--- src/rtl/serial_pkg.sv ---
// serial_pkg: shared FSM state type and line-level constants for the serial frame receiver
package serial_pkg;

    typedef enum logic [1:0] {IDLE, DATA, PARITY, STOP} state_t;

    localparam logic START_BIT = 1'b0;
    localparam logic STOP_BIT  = 1'b1;

endpackage

--- src/rtl/serial_frame_rx.sv ---
// serial_frame_rx: strobed serial frame receiver (start, data, optional even parity, stop) with a one-word valid/ready output
module serial_frame_rx
    import serial_pkg::*;
#(
    parameter int WIDTH     = 8,
    parameter int MSB_FIRST = 1,
    parameter int PARITY_EN = 1
) (
    input  logic             clk,
    input  logic             aclr,
    input  logic             sclr,
    input  logic             bit_en,
    input  logic             sdata,
    input  logic             out_ready,
    output logic [WIDTH-1:0] out_data,
    output logic             out_valid,
    output logic             parity_err,
    output logic             frame_err,
    output logic             overrun,
    output logic             busy
);

    localparam int CW = $clog2(WIDTH + 1);

    state_t           state, state_nxt;
    logic [CW-1:0]    cnt;
    logic [WIDTH-1:0] shreg;
    logic             par_acc, par_mis, commit, bad_stop, last_bit;

    assign last_bit = cnt == CW'(WIDTH - 1);
    assign busy     = state != IDLE;

    always_comb begin
        state_nxt = state;
        commit    = 1'b0;
        bad_stop  = 1'b0;
        if (bit_en)
            case (state)
                IDLE:    state_nxt = sdata == START_BIT ? DATA : IDLE;
                DATA:    state_nxt = last_bit ? (PARITY_EN != 0 ? PARITY : STOP) : DATA;
                PARITY:  state_nxt = STOP;
                default: begin
                    state_nxt = IDLE;
                    commit    = sdata == STOP_BIT;
                    bad_stop  = sdata != STOP_BIT;
                end
            endcase
        if (sclr) begin
            state_nxt = IDLE;
            commit    = 1'b0;
            bad_stop  = 1'b0;
        end
    end

    always_ff @(posedge clk or posedge aclr)
        if (aclr) state <= IDLE;
        else      state <= state_nxt;

    always_ff @(posedge clk or posedge aclr) begin
        if (aclr) begin
            cnt        <= '0;
            shreg      <= '0;
            par_acc    <= 1'b0;
            par_mis    <= 1'b0;
            out_data   <= '0;
            out_valid  <= 1'b0;
            parity_err <= 1'b0;
            frame_err  <= 1'b0;
            overrun    <= 1'b0;
        end else begin
            frame_err <= bad_stop;
            if (sclr) begin
                cnt       <= '0;
                out_valid <= 1'b0;
                overrun   <= 1'b0;
            end else begin
                if (bit_en && state == IDLE) par_acc <= 1'b0;
                if (bit_en && state == DATA) begin
                    shreg   <= MSB_FIRST != 0 ? {shreg[WIDTH-2:0], sdata} : {sdata, shreg[WIDTH-1:1]};
                    par_acc <= par_acc ^ sdata;
                    cnt     <= last_bit ? '0 : cnt + 1'b1;
                end
                if (bit_en && state == PARITY) par_mis <= par_acc != sdata;
                // A blocked commit keeps the held word; a transfer in the same cycle frees the slot
                if (commit && (!out_valid || out_ready)) begin
                    out_data   <= shreg;
                    parity_err <= PARITY_EN != 0 && par_mis;
                    out_valid  <= 1'b1;
                end else begin
                    if (commit) overrun <= 1'b1;
                    if (out_ready) out_valid <= 1'b0;
                end
            end
        end
    end

endmodule
--- config.mk ---
export PLATFORM = sky130hd
export DESIGN_NAME = serial_frame_rx
export DESIGN_NICKNAME = d
export VERILOG_FILES = /design/src/rtl/serial_pkg.sv /design/src/rtl/serial_frame_rx.sv
export SDC_FILE = /design/constraint.sdc
export NUM_CORES = 1
export LEC_CHECK = 0
export CAP_MARGIN = 25
export CORE_ASPECT_RATIO = 1.2
export CORE_UTILIZATION = 45
export CTS_CLUSTER_SIZE = 8
export DETAILED_ROUTE_END_ITERATION = 10
export HOLD_SLACK_MARGIN = 0.02
export PLACE_DENSITY = 0.8
export SLEW_MARGIN = 20
export SYNTH_ARGS = -nofsm -noshare
export SYNTH_HDL_FRONTEND = slang
export SYNTH_SLANG_ARGS = --single-unit
--- constraint.sdc ---
create_clock -name clk -period 1.55 [get_ports clk]
set_input_delay 0.31 -clock clk [delete_from_list [all_inputs] [get_ports clk]]
set_output_delay 0.31 -clock clk [all_outputs]
set_load 0.01 [all_outputs]
==> summary.md <==
| Metric | Value |
|---|---|
| Status | `complete, no violations` |
| GRT overflow | `0` |
| Crit-path slowest cell | `dfrtp_2` |
| N_diodes | `0` |
| Commonest non-fill, non-tap cells in the layout | `26 x dfrtp_1, 17 x buf_4, 9 x mux2_4, 8 x mux2_1, 8 x dlymetal6s2s_1` |
| Worst setup EP type | `output pin` |
| Avg Cell Area, Syn | `13.9 um2` |
| Clock Sink Count | `28` |
| Final hold vios | `0` |
| CP peak stage delay | `0.44 ns` |
| Highest layer used for signal routing | `met3` |
| Hold WS | `0.344 ns` |
| Post-synth top area share | `54.4%` |
| #FFs+latches synth | `28` |
| Critical path's top delay family | `flip-flops` |
| Syn_nets | `100` |
| Startpoint types | `flop` |
| Met1 WL | `891 um` |
| I/O pin cnt | `19` |
| Nets | `139` |
| Vias in the first global route | `862` |
| Final ANT Viol Nets | `0` |
| Final setup viols | `0` |
| Crit-path cells | `or2_2, buf_2` |
| Data required, critical path | `1.24 ns` |
| Synth cell types | `36` |
| MaxCap Viol Count | `0` |
| Share of cells above drive strength 1 | `33.8%` |
| Row count | `20` |
| Pin count of the biggest net entering global routing | `29` |
| Initial detailed-routing violation count | `17` |
| Peak Freq | `0.670 GHz` |
| Slew Limit Fails | `0` |
| CTS HTree Levels | `1` |
| Gpl congestion | `0.724` |
| Cell count after synthesis | `93` |
| DRC violations left | `0` |
| Commonest non-fill, non-tap cell in the layout | `dfrtp_1` |
| Die height | `60.6 um` |
| Tot Pwr | `1.23 mW` |
| Clk_skew | `0.00206 ns` |
| CP startpoint | `state[1]` |
| Post-synth top area cell | `dfrtp_1` |
| PortBufs | `18` |
| HPWL after DPL | `1600 um` |
| TritonCTS clock tree | `yes` |
| CTS buffer count | `3` |
| CTS max path bufs | `2` |
| Initial antenna violation count | `0` |
| Total core area | `2630 um2` |
| PwrDens | `726 nW/um2` |
| R2R Path Start | `state[1]` |
| Hold Crit Class | `in -> async` |
| Crit Path Max Fanout | `2` |
| Total number of vias | `848` |
| VDD IR-drop max | `0.473 mV` |
| Routed WL | `2200 um` |
| Slew headroom | `74.6%` |
| WP data arrival | `1.18 ns` |
| Die width | `50.9 um` |
| Kind of critical path | `reg -> out` |
| First-pass GRT wire length | `3640 um` |
| Mapped Area | `1290 um2` |
| Synth Warn # | `0` |
| Largest cells by area after synthesis | `dfrtp_1 54%, mux2_4 10%, mux2_1 7.0%` |
| Clk_lat worst skew | `0.31 ns` |
| P&R area growth vs syn | `31.3%` |
| Post-DR vias/cell | `5.20` |
| Post-layout minimum cycle time | `1.49 ns` |
| All-Layer GR Usage | `15.6%` |
| CP Buf/Inv Count | `1` |
| Register area share after synthesis | `54.4%` |
| Static leakage | `0.946 nW` |
| RSZ-0062 raised after global routing | `false` |
| Worst slew pin tran | `0.376 ns` |
| Starting Density | `49.0%` |
| Period utilisation layout | `96.4%` |
| Clock slew at reported path FFs | `0.14 ns` |
| DR WL/cell | `13.5 um` |
| Wire length on met3 | `63 um` |
| Post-cts hold buffer count | `0` |
| DRT Pass-1 Iters | `3` |
| Die ar. | `3080 um2` |
| Met2 wire len | `1250 um` |
| Cell at the root of the clock tree | `clkbuf_4` |
through the flow:
| step | setup TNS [ns] | cells | worst slack [ns] | util, % | instance area [um2] |
|---|---|---|---|---|---|
| 2_1_floorplan | 0 | 93 | 0.213 | - | 1290 |
| 3_3_place_gp | -5.28 | 153 | -0.252 | 60.7 | 1600 |
| 3_5_place_dp | -5.93 | 153 | -0.298 | 60.7 | 1600 |
| 4_1_cts | 0 | 159 | 0.0000614 | 62.1 | 1630 |
| 5_1_grt | 0 | 163 | 0.00328 | 64.4 | 1690 |
| 6_report | 0 | 163 | 0.0565 | 64.4 | 1690 |
timing repair:
item                       CTS  global route
buffers inserted             3             4
setup endpoints to repair    6            17
resized for setup           10            14
pin swaps                    0             1
gates cloned                 0             1
layer usage:
layer / vias to the layer above / global-route usage [%]
li1: 405 / -
met1: 431 / 16.6
met2: 12 / 33.3
met3: 0 / 1.50
met4: 0 / 2.38
met5: - / 0
registers in the layout (all words and copies together), names as in the netlist:
register,flops
state,2
frame_err,1
par_acc,1
cnt,4
parity_err,1
out_valid,1
out_data,8
shreg,8
overrun,1
par_mis,1
cell families (layout without fill, tap and decap cells):
kind of cell | after synthesis | after routing | synth area share (%)
AOI/OAI and AO/OA | 12 | 12 | 6.31
xor gates and xnor gates | 2 | 2 | 1.36
adders and majority gates | 1 | 1 | 0.971
buffers and inverters | 8 | 45 | 4.66
DFF | 28 | 28 | 54.4
muxes | 18 | 18 | 18.3
and+or+nand+nor | 24 | 24 | 14.1
power breakdown:
part	internal, mW	leakage (nW)	switching (mW)	total (mW)
sequential	0.779	0.382	0.0337	0.813
combinational	0.0745	0.551	0.0594	0.134
clock	0.0907	0.0138	0.191	0.282
total	0.944	0.946	0.284	1.23
Yosys cell counts:
cell,instances
buf_6,3
nand2_1,1
or2b_1,2
dfrtp_1,28
a21oi_1,4
a31oi_1,1
o21ai_1,1
nand2_2,1
nand2b_1,3
ha_1,1
nor3b_2,1
and3b_1,1
o31ai_1,1
nor3_4,1
a311oi_1,1
nand3_1,1
a31o_2,1
nand4b_1,2
mux2i_1,1
or2_2,1
and3_1,1
or3b_1,1
nand4_1,1
mux2_1,8
clkbuf_1,1
a21o_1,1
nor4bb_1,1
inv_1,2
mux2_4,9
nor2_1,5
xor2_1,1
nand4_4,1
a21oi_2,1
a22o_1,1
xnor2_1,1
buf_4,2
area by class of cell:
class | count | area (um2)
Clock buffer | 3 | 22.5
Fill cell | 222 | 936
Inverter | 2 | 7.51
Multi-Input combinational cell | 57 | 534
Sequential cell | 28 | 703
Tap cell | 33 | 41.3
Timing Repair Buffer | 40 | 383
final timing paths:
kind | cells after the start | slack [ns] | endpoint
worst max-delay path | 2 | 0.06 | busy
worst min-delay path | 3 | 0.34 | shreg[6]
worst max register to register | 5 | 0.09 | out_data[4]
worst min register to register | 2 | 0.50 | overrun
max in group asynchronous | 3 | 0.92 | state[0]
min in group clk | 3 | 0.41 | state[0]
worst register-to-register path, delay by kind of cell, from the launching register on:
| kind | cells | cell delay, ns |
|---|---|---|
| buf+inv | 2 | 0.32 |
| flops | 1 | 0.40 |
| mux | 1 | 0.30 |
| simple gates | 2 | 0.34 |
(Power assumes the default switching activity.)
